===== src/rtl/pet_combat_resolver.sv =====
// Two-pet combat resolver: simultaneous attack rounds until a knockout or a round limit.
// Optional macro COMBAT_CRIT_EN enables RNG-driven critical (double) damage.
module pet_combat_resolver #(
  parameter int MAX_ROUNDS = 8,
  parameter int ROUND_WAIT = 4
) (
  input  logic       clk,
  input  logic       reset,
  input  logic       start,
  input  logic [8:0] p1_pet,
  input  logic [8:0] p2_pet,
  input  logic [7:0] rand_byte,
  output logic       busy,
  output logic       done,
  output logic [1:0] winner,
  output logic [2:0] p1_hp,
  output logic [2:0] p2_hp,
  output logic [3:0] round_count
);

  typedef enum logic [2:0] {
    S_IDLE,
    S_LOAD,
    S_ATTACK,
    S_CHECK,
    S_WAIT,
    S_DONE
  } state_t;

  localparam logic [3:0] ROUND_LIMIT = 4'(MAX_ROUNDS);
  localparam logic [7:0] WAIT_LAST   = (ROUND_WAIT == 0) ? 8'd0 : 8'(ROUND_WAIT - 1);

  state_t     state_reg;
  logic [7:0] wait_cnt_reg;
  logic [2:0] atk_reg [2];
  logic [2:0] def_reg [2];

  logic [2:0] hp_now   [2];
  logic [3:0] dmg_base [2];
  logic [3:0] dmg      [2];
  logic [3:0] hp_diff  [2];
  logic [2:0] hp_next  [2];

  logic unused_rand;
  assign unused_rand = ^rand_byte;

  assign hp_now[0] = p1_hp;
  assign hp_now[1] = p2_hp;

  // Index gi is the pet taking the hit; the attacker is the other pet.
  generate
    for (genvar gi = 0; gi < 2; gi++) begin : g_hit
      assign dmg_base[gi] = (atk_reg[1-gi] > def_reg[gi])
                          ? ({1'b0, atk_reg[1-gi]} - {1'b0, def_reg[gi]})
                          : 4'd1;
`ifdef COMBAT_CRIT_EN
      // Crit bits: rand[2:0] boosts the hit on P2, rand[5:3] the hit on P1.
      assign dmg[gi] = (rand_byte[3*(1-gi) +: 3] == 3'b111) ? (dmg_base[gi] << 1) : dmg_base[gi];
`else
      assign dmg[gi] = dmg_base[gi];
`endif
      assign hp_diff[gi] = {1'b0, hp_now[gi]} - dmg[gi];
      assign hp_next[gi] = ({1'b0, hp_now[gi]} > dmg[gi]) ? hp_diff[gi][2:0] : 3'd0;
    end
  endgenerate

  always_ff @(posedge clk or posedge reset) begin
    if (reset) begin
      state_reg    <= S_IDLE;
      wait_cnt_reg <= 8'd0;
      busy         <= 1'b0;
      done         <= 1'b0;
      winner       <= 2'b00;
      p1_hp        <= 3'd0;
      p2_hp        <= 3'd0;
      round_count  <= 4'd0;
      atk_reg[0]   <= 3'd0;
      atk_reg[1]   <= 3'd0;
      def_reg[0]   <= 3'd0;
      def_reg[1]   <= 3'd0;
    end else begin
      case (state_reg)
        S_IDLE: begin
          done <= 1'b0;
          if (start) begin
            state_reg <= S_LOAD;
            busy      <= 1'b1;
          end
        end
        S_LOAD: begin
          atk_reg[0]  <= p1_pet[8:6];
          def_reg[0]  <= p1_pet[5:3];
          atk_reg[1]  <= p2_pet[8:6];
          def_reg[1]  <= p2_pet[5:3];
          p1_hp       <= p1_pet[2:0];
          p2_hp       <= p2_pet[2:0];
          winner      <= 2'b00;
          round_count <= 4'd0;
          if (p1_pet[2:0] == 3'd0 || p2_pet[2:0] == 3'd0)
            state_reg <= S_CHECK;
          else
            state_reg <= S_ATTACK;
        end
        S_ATTACK: begin
          p1_hp       <= hp_next[0];
          p2_hp       <= hp_next[1];
          round_count <= round_count + 4'd1;
          state_reg   <= S_CHECK;
        end
        S_CHECK: begin
          if (p1_hp == 3'd0 || p2_hp == 3'd0) begin
            if (p1_hp == 3'd0 && p2_hp == 3'd0) winner <= 2'b11;
            else if (p2_hp == 3'd0)             winner <= 2'b01;
            else                                winner <= 2'b10;
            done      <= 1'b1;
            state_reg <= S_DONE;
          end else if (round_count == ROUND_LIMIT) begin
            if (p1_hp > p2_hp)      winner <= 2'b01;
            else if (p2_hp > p1_hp) winner <= 2'b10;
            else                    winner <= 2'b11;
            done      <= 1'b1;
            state_reg <= S_DONE;
          end else if (ROUND_WAIT == 0) begin
            state_reg <= S_ATTACK;
          end else begin
            wait_cnt_reg <= 8'd0;
            state_reg    <= S_WAIT;
          end
        end
        S_WAIT: begin
          if (wait_cnt_reg == WAIT_LAST)
            state_reg <= S_ATTACK;
          else
            wait_cnt_reg <= wait_cnt_reg + 8'd1;
        end
        S_DONE: begin
          done      <= 1'b0;
          busy      <= 1'b0;
          state_reg <= S_IDLE;
        end
        default: state_reg <= S_IDLE;
      endcase
    end
  end

endmodule


===== config.mk =====
export PLATFORM = sky130hd
export DESIGN_NAME = pet_combat_resolver
export DESIGN_NICKNAME = d
export VERILOG_FILES = /design/src/rtl/pet_combat_resolver.sv
export SDC_FILE = /design/constraint.sdc
export NUM_CORES = 1
export LEC_CHECK = 0
export CAP_MARGIN = 10
export CORE_MARGIN = 2
export CORE_UTILIZATION = 45
export DETAILED_ROUTE_END_ITERATION = 16
export PLACE_DENSITY = 0.8
export SLEW_MARGIN = 20
export SYNTH_ARGS = -nofsm -noshare
export SYNTH_HDL_FRONTEND = slang
export SYNTH_SLANG_ARGS = --single-unit

===== constraint.sdc =====
create_clock -name clk -period 4.1 [get_ports clk]
set_input_delay 0.82 -clock clk [delete_from_list [all_inputs] [get_ports clk]]
set_output_delay 0.82 -clock clk [all_outputs]
set_load 0.1 [all_outputs]

# [Yosys cells after proc, flatten, opt, wreduce, memory -nomap -nowiden]
# Index checks and enable logic that the tools add are counted.
[totals] register_bits=37 word_cells=85 in_bits=29
[classes] add_sub_neg=6 muxes=29 eq_ne=13 n_lt_le_gt_ge=6 reduce_logical=19
[ops] operator="$mux 8" count=3
[ops] operator="$pmux 8 s2" count=1
[ops] operator="$logic_not 3->1" count=5
[ops] operator="$pmux 3 s5" count=1
[ops] operator="$gt 3x3->1" count=4
[ops] operator="$mux 3" count=4
[ops] operator="$pmux 3 s2" count=2
[ops] operator="$mux 2" count=5
[ops] operator="$ne 2x2->1 const B" count=5
[ops] operator="$reduce_bool 2->1" count=5
[ops] operator="$add 8x1->8 const B" count=1
[ops] operator="$eq 8x2->1 const B" count=1
[ops] operator="$gt 3x4->1" count=2
[ops] operator="$mux 4" count=2
[ops] operator="$pmux 4 s2" count=1
[ops] operator="$reduce_and 2->1" count=4
[ops] operator="$sub 3x3->4" count=2
[ops] operator="$mux 1" count=7
[ops] operator="$eq 3x2->1 const B" count=2
[ops] operator="$eq 3x3->1 const B" count=2
[ops] operator="$sub 3x3->3" count=2
[ops] operator="$add 4x1->4 const B" count=1
[ops] operator="$eq 4x4->1 const B" count=1
[ops] operator="$pmux 1 s2" count=2
[ops] operator="other kinds (7)" count=8

# [Depth between registers and ports, before layout]
# Gate-level depths: netlist of run 1.
[depth] word_depth=6 mapped_depth=14 depth_no_buf=14

# [Worst setup path before layout of run 1]
# OpenSTA, ideal clock, no wires.
[synth_timing] path_type="register to register" from="reg atk_reg[0] (netlist bit)" to="reg p1_hp[2]" arrival_ps=2661 required_ps=4013 stages_incl_launch_ff=14 setup_time_ps=87 path_slack_ps=1352 path_cell_list="dfrtp_1 > inv_1 > ha_1 > fa_1 > inv_1 > fa_1 > and2_1 > nand2_1 > ha_1 > fa_1 > nor2b_1 > o21ai_1 > or3b_2 > a22oi_1"
[synth_via] elab_chain_len=5 word_cells_on_any_way=7
[synth_rtl] item="start, declared" line_no="35" rtl="logic [2:0] atk_reg [2];"
[synth_rtl] item="$sub 3x3->4 / $gt 3x3->1 (equally long branches)" line_no="54, 53"
[synth_rtl] item="$mux 4 *" line_no="54" rtl="? ({1'b0, atk_reg[1-gi]} - {1'b0, def_reg[gi]})"
[synth_rtl] item="$gt 3x4->1 / $sub 3x3->3 (equally long branches)" line_no="63, 62"
[synth_rtl] item="$mux 3 *" line_no="63" rtl="assign hp_next[gi] = ({1'b0, hp_now[gi]} > dmg[gi]) ? hp_diff[gi][2:0] : 3'd0;"
[synth_rtl] item="$pmux 3 s2 *" line_no="82" rtl="case (state_reg)"
[synth_rtl] item="end signal, assigned" line_no="95" rtl="p1_hp <= p1_pet[2:0];"
[synth_rtl] item="end signal, assigned" line_no="105" rtl="p1_hp <= hp_next[0];"
[synth_rtl] item="end, declared" line_no="16" rtl="output logic [2:0] p1_hp,"
# Every way passes the cells marked *; elsewhere a longest branch is shown, timed or not.
# A chain may end at the register's enable or synchronous reset.

# [Worst setup path after layout of run 1]
[layout_timing] from="reg atk_reg[0] (netlist bit)" to="reg p1_hp[1]"
# The elaborated chain is that of the path after synthesis.

==> metrics.md, run 1 <==
| Metric | Value |
|---|---|
| Critical path endpoint category | `flop` |
| Startpoint types | `flop` |
| Skew-Pair Late Insertion Delay | `290 ps` |
| Crit path time final | `2950 ps` |
| Post-DP Area | `2690 sq um` |
| Vias in the first global route | `1789` |
| Worst Path Arrival | `3170 ps` |
| Area of the multi-input gates | `1240 sq um` |
| Crit Path Max Fanout | `3` |
| Filler cells | `452` |
| I/O pin cnt | `43` |
| Post-synth EDFFs | `0` |
| Layout cell share with drive strength beyond 1 | `9.93%` |
| Port buffer count | `34` |
| Syn Inst Count | `237` |
| Final Setup Violations | `0` |
| Die ar. | `5730 sq um` |
| Cts hold-fix bufs | `0` |
| Tightest Hold Check Type | `flop to flop` |
| Final period util | `72.0%` |
| Nets | `324` |
| Synth area leaders | `dfrtp_1, ha_1, mux2_2` |
| Largest register FFs | `8` |
| Final Hold Fails | `0` |
| Area grow syn2layout | `21.4%` |
| Primary FF master, synth | `dfrtp_1` |
| Clock Sinks | `37` |
| Vias per inst | `5.26` |
| CTS clk-pin slew, worst paths | `70 ps` |
| Initial Utilization | `45.9%` |
| Peak Freq | `0.339 GHz` |
| Finished Layout Cells | `342` |
| Total CTS buffers | `5` |
| Critical path required time | `4320 ps` |
| Setup TNS | `0 ps` |
| Post-CTS Resized | `0` |
| Cell taking the most area after synthesis | `dfrtp_1` |
| Placed wire-length estimate | `3460 um` |
| Total global routing track utilization | `18.0%` |
| WL final | `4470 um` |
| FP Rows | `26` |
| Unrepaired setup endpoints after global routing | `false` |
| Synth warn | `0` |
| Clock skew | `9.13 ps` |
| Max-slew violation count | `0` |
| Mapped Area | `2310 sq um` |
| WL/cell | `13.1 um` |
| Clock root buffer | `clkbuf_8` |
| DR pass1 iterations | `4` |
| Synthesized Nets | `290` |
| TritonCTS clock tree | `done` |
| Max-slew headroom at the worst pin | `34.2%` |
| Async S/R FF share, synth | `100%` |
| Core ar. | `5040 sq um` |
| Fraction of the yosys area taken by sequential cells | `40.0%` |
| Synth cell types | `46` |
| Setup Fix Bufs, Post-CTS | `0` |
| Run status | `finished, final reports clean` |
| Die W | `75.7 um` |
| Total number of vias | `1798` |
| Yosys reg bits | `37` |
| Largest net degree at the start of global routing | `26` |
| DIE HEIGHT | `75.7 um` |
| First-pass GRT wire length | `7800 um` |
| Gr ovfl total | `0` |
| DRT iter0 DRCs | `118` |
| Area share of the largest cell type after synthesis | `40.0%` |
| Commonest non-fill, non-tap cell in the layout | `dfrtp_1` |
| Critical path type | `flop to flop` |
| Htree depth | `2` |
| Commonest cells after routing, fill and taps aside | `dfrtp_1, clkdlybuf4s50_1, o21ai_0, inv_1, nand2_1` |
| Antenna cell count | `0` |
| Syn_area_per_cell | `9.76 sq um` |
| FF+latch area | `926 sq um` |
| Max Cap Viol | `0` |
| Placed cell count | `334` |
| Clock tree buffer depth | `2` |
| Remaining DRCs | `0` |
| Finished Cell Area | `2810 sq um` |
| Slew @ Worst Pin | `984 ps` |
| Antenna-violating nets left | `0` |
| Initial antenna violation count | `0` |
| GP Congestion | `0.824` |
worst max-delay path, stage by stage (launching register included):
cell     delay [ps]
dfrtp_1         340
inv_1            40
ha_1            220
fa_1            360
inv_1            70
fa_1            170
and2_1          170
nand2_1          70
ha_1            190
fa_1            400
nor2b_1         120
o21ai_1          90
a311o_1         350
o21a_1          170
a21oi_1         100
Yosys cell counts, types with 2 or more instances:
master	instances
o31a_1	2
nand3_1	9
buf_4	2
nor2_1	12
nand4_1	3
buf_6	2
buf_2	4
dfrtp_1	37
o22ai_1	2
nand3b_1	3
nand2_1	21
and2_1	2
nor3_1	6
o21a_1	2
xnor2_1	3
and3_1	2
inv_1	22
ha_1	18
fa_1	6
o21ai_0	22
a21oi_1	15
and3b_1	2
mux2_2	12
or2_2	2
mux2i_1	2
nand2b_1	2
nor2b_1	2
or4_1	2
kinds of logic (layout without fill, tap and decap cells):
| group | after synthesis | count (layout) | share of synthesized area (%) |
|---|---|---|---|
| buffers and inverters | 31 | 66 | 6.22 |
| adder cells (fa/ha/maj) | 24 | 24 | 14.9 |
| multiplexers | 14 | 14 | 6.71 |
| AND/OR/NAND/NOR | 77 | 77 | 18.2 |
| flip-flops | 37 | 37 | 40.0 |
| AO/OA/AOI/OAI | 50 | 50 | 12.4 |
| XOR/XNOR | 4 | 4 | 1.51 |
cell type report:
type                       instances  share of cell area [%]
clock buffer                       7                    3.07
sequential                        37                    33.0
clock inverter                     1                    1.07
tap                               70                    3.12
inverter                          23                    3.07
timing repair buffer              35                    12.4
multi-input combinational        169                    44.3
metal layers:
| metal | routed length, um | vias to the layer above | track usage, % | share of wire [%] |
|---|---|---|---|---|
| met5 | 0 | - | 0 | 0 |
| met4 | 62 | 0 | 7.02 | 1.4 |
| met3 | 142 | 6 | 4.37 | 3.2 |
| met2 | 2270 | 26 | 29.9 | 51 |
| met1 | 1990 | 874 | 22.7 | 45 |
| li1 | - | 892 | - | - |
worst paths after layout:
check	from	end	slack (ps)	cells after the start
max	atk_reg[0]	p1_hp[1]	1150	14
min	def_reg[2]	def_reg[2]	500	1
max reg2reg	atk_reg[0]	p1_hp[1]	1150	14
min reg2reg	def_reg[2]	def_reg[2]	500	1
max in group asynchronous	reset	winner[1]	2340	3
min in group asynchronous	reset	wait_cnt_reg[4]	1040	2
metrics by stage:
stage | utilization [%] | worst slack (ps) | hold WS (ps)
floorplan | - | 1350 | 459
CTS | 55.7 | 1140 | 509
global route | 55.7 | 963 | 516
global placement | 53.4 | 1220 | 487
finish | 55.7 | 1150 | 504
detailed placement | 53.4 | 1160 | 493
Power of run 1 is left out: the tool's default activity adds up to more than one toggle a clock period on the data nets, which glitch-free logic cannot reach.
==> run 2: changes to the inputs <==
- clock period: 4.1 -> 3 ns (I/O delays scaled with it)
==> metrics.md, run 2 (synthesis results as in run 1) <==
| Metric | Value |
|---|---|
| Finished Cell Area | `2760 sq um` |
| Clock Sinks | `37` |
| FP Rows | `26` |
| Final Setup Violations | `0` |
| GP Congestion | `0.848` |
| Total number of vias | `1782` |
| DRT iter0 DRCs | `138` |
| Vias in the first global route | `1787` |
| DIE HEIGHT | `75.7 um` |
| Clock root buffer | `clkbuf_8` |
| Tightest Hold Check Type | `flop to flop` |
| Startpoint types | `flop` |
| Gr ovfl total | `0` |
| CTS clk-pin slew, worst paths | `70 ps` |
| WL final | `4490 um` |
| Filler cells | `467` |
| Clock tree buffer depth | `2` |
| Unrepaired setup endpoints after global routing | `false` |
| Core ar. | `5040 sq um` |
| Nets | `324` |
| Antenna-violating nets left | `0` |
| Placed wire-length estimate | `3450 um` |
| DR pass1 iterations | `4` |
| Area grow syn2layout | `19.3%` |
| FF+latch area | `926 sq um` |
| Commonest cells after routing, fill and taps aside | `dfrtp_1, o21ai_0, inv_1` |
| Total CTS buffers | `5` |
| Final Hold Fails | `0` |
| Critical path type | `flop to flop` |
| Commonest non-fill, non-tap cell in the layout | `dfrtp_1` |
| Remaining DRCs | `0` |
| Largest net degree at the start of global routing | `38` |
| Die ar. | `5730 sq um` |
| Layout cell share with drive strength beyond 1 | `17.3%` |
| Initial antenna violation count | `0` |
| Max-slew headroom at the worst pin | `43.8%` |
| Clock skew | `10.8 ps` |
| Die W | `75.7 um` |
| Largest register FFs | `8` |
| Total global routing track utilization | `18.6%` |
| Run status | `finished, final reports clean` |
| Final period util | `94.9%` |
| Crit path time final | `2850 ps` |
| Placed cell count | `334` |
| Area of the multi-input gates | `1260 sq um` |
| Crit Path Max Fanout | `3` |
| Setup Fix Bufs, Post-CTS | `0` |
| Finished Layout Cells | `342` |
| Initial Utilization | `45.9%` |
| Antenna cell count | `0` |
| Worst Path Arrival | `3070 ps` |
| Slew @ Worst Pin | `821 ps` |
| Htree depth | `2` |
| Critical path endpoint category | `flop` |
| Critical path required time | `3230 ps` |
| First-pass GRT wire length | `8010 um` |
| Skew-Pair Late Insertion Delay | `300 ps` |
| TritonCTS clock tree | `done` |
| Worst hold slack | `505 ps` |
| Post-DP Area | `2660 sq um` |
| Setup TNS | `0 ps` |
| Peak Freq | `0.351 GHz` |
| Max-slew violation count | `0` |
| Max Cap Viol | `0` |
| WL/cell | `13.1 um` |
| I/O pin cnt | `43` |
| Port buffer count | `34` |
| Vias per inst | `5.21` |
-- run 2: changes by cell type in the layout (fill, tap and decap cells not counted), sizes merged --
cell           change
clkbuf             -1
clkdlybuf4s50     -14
bufinv             -1
buf               +14
clkinv             +2
-- run 2: metal layers --
metal | vias to the layer above | wire length [um] | global-route usage (%)
met1 | 851 | 1930 | 23.1
li1 | 891 | - | -
met3 | 5 | 218 | 5.56
met4 | 0 | 48 | 4.68
met2 | 35 | 2290 | 32.0
met5 | - | 0 | 0
-- run 2: repair_timing --
item | 4_1_cts | 5_1_grt
hold buffers | 0 | 0
gates resized for setup | 0 | 7
endpoints found under the setup margin | 0 | 2
-- run 2: path summary, 6_finish.rpt --
check,slack (ps),cells after the start,from,endpoint
max in group asynchronous,1970,3,reset,p2_hp[1]
min in group asynchronous,700,3,reset,atk_reg[1]
worst min-delay path,500,1,atk_reg[0],atk_reg[0]
worst min register to register,500,1,atk_reg[0],atk_reg[0]
worst max register to register,150,13,def_reg[3],p1_hp[1]
worst max-delay path,150,13,def_reg[3],p1_hp[1]
-- run 2: critical path, cell delays in order (launching register included) --
cell and delay (ps):
dfrtp_1 390, ha_2 190, fa_1 350, inv_1 80, fa_2 190, and2_4 140
nand2_1 50, ha_1 200, fa_2 380, nor2b_1 150, o21ai_2 80, a311o_1 290
o21a_1 170, a21oi_1 100
-- run 2: stage by stage --
step,utilization [%],setup slack (ps)
3_3_place_gp,52.7,133
2_1_floorplan,-,252
4_1_cts,54.3,31.3
6_report,54.7,154
5_1_grt,54.7,7.19
3_5_place_dp,52.7,64.3
-- run 2: final cells by class --
type,count,share of cell area [%]
clock buffer,6,2.63
timing repair buffer,35,11.3
multi-input combinational,169,45.8
sequential,37,33.5
tap,70,3.17
clock inverter,2,0.363
inverter,23,3.13
Power of run 2 is left out for the same reason.
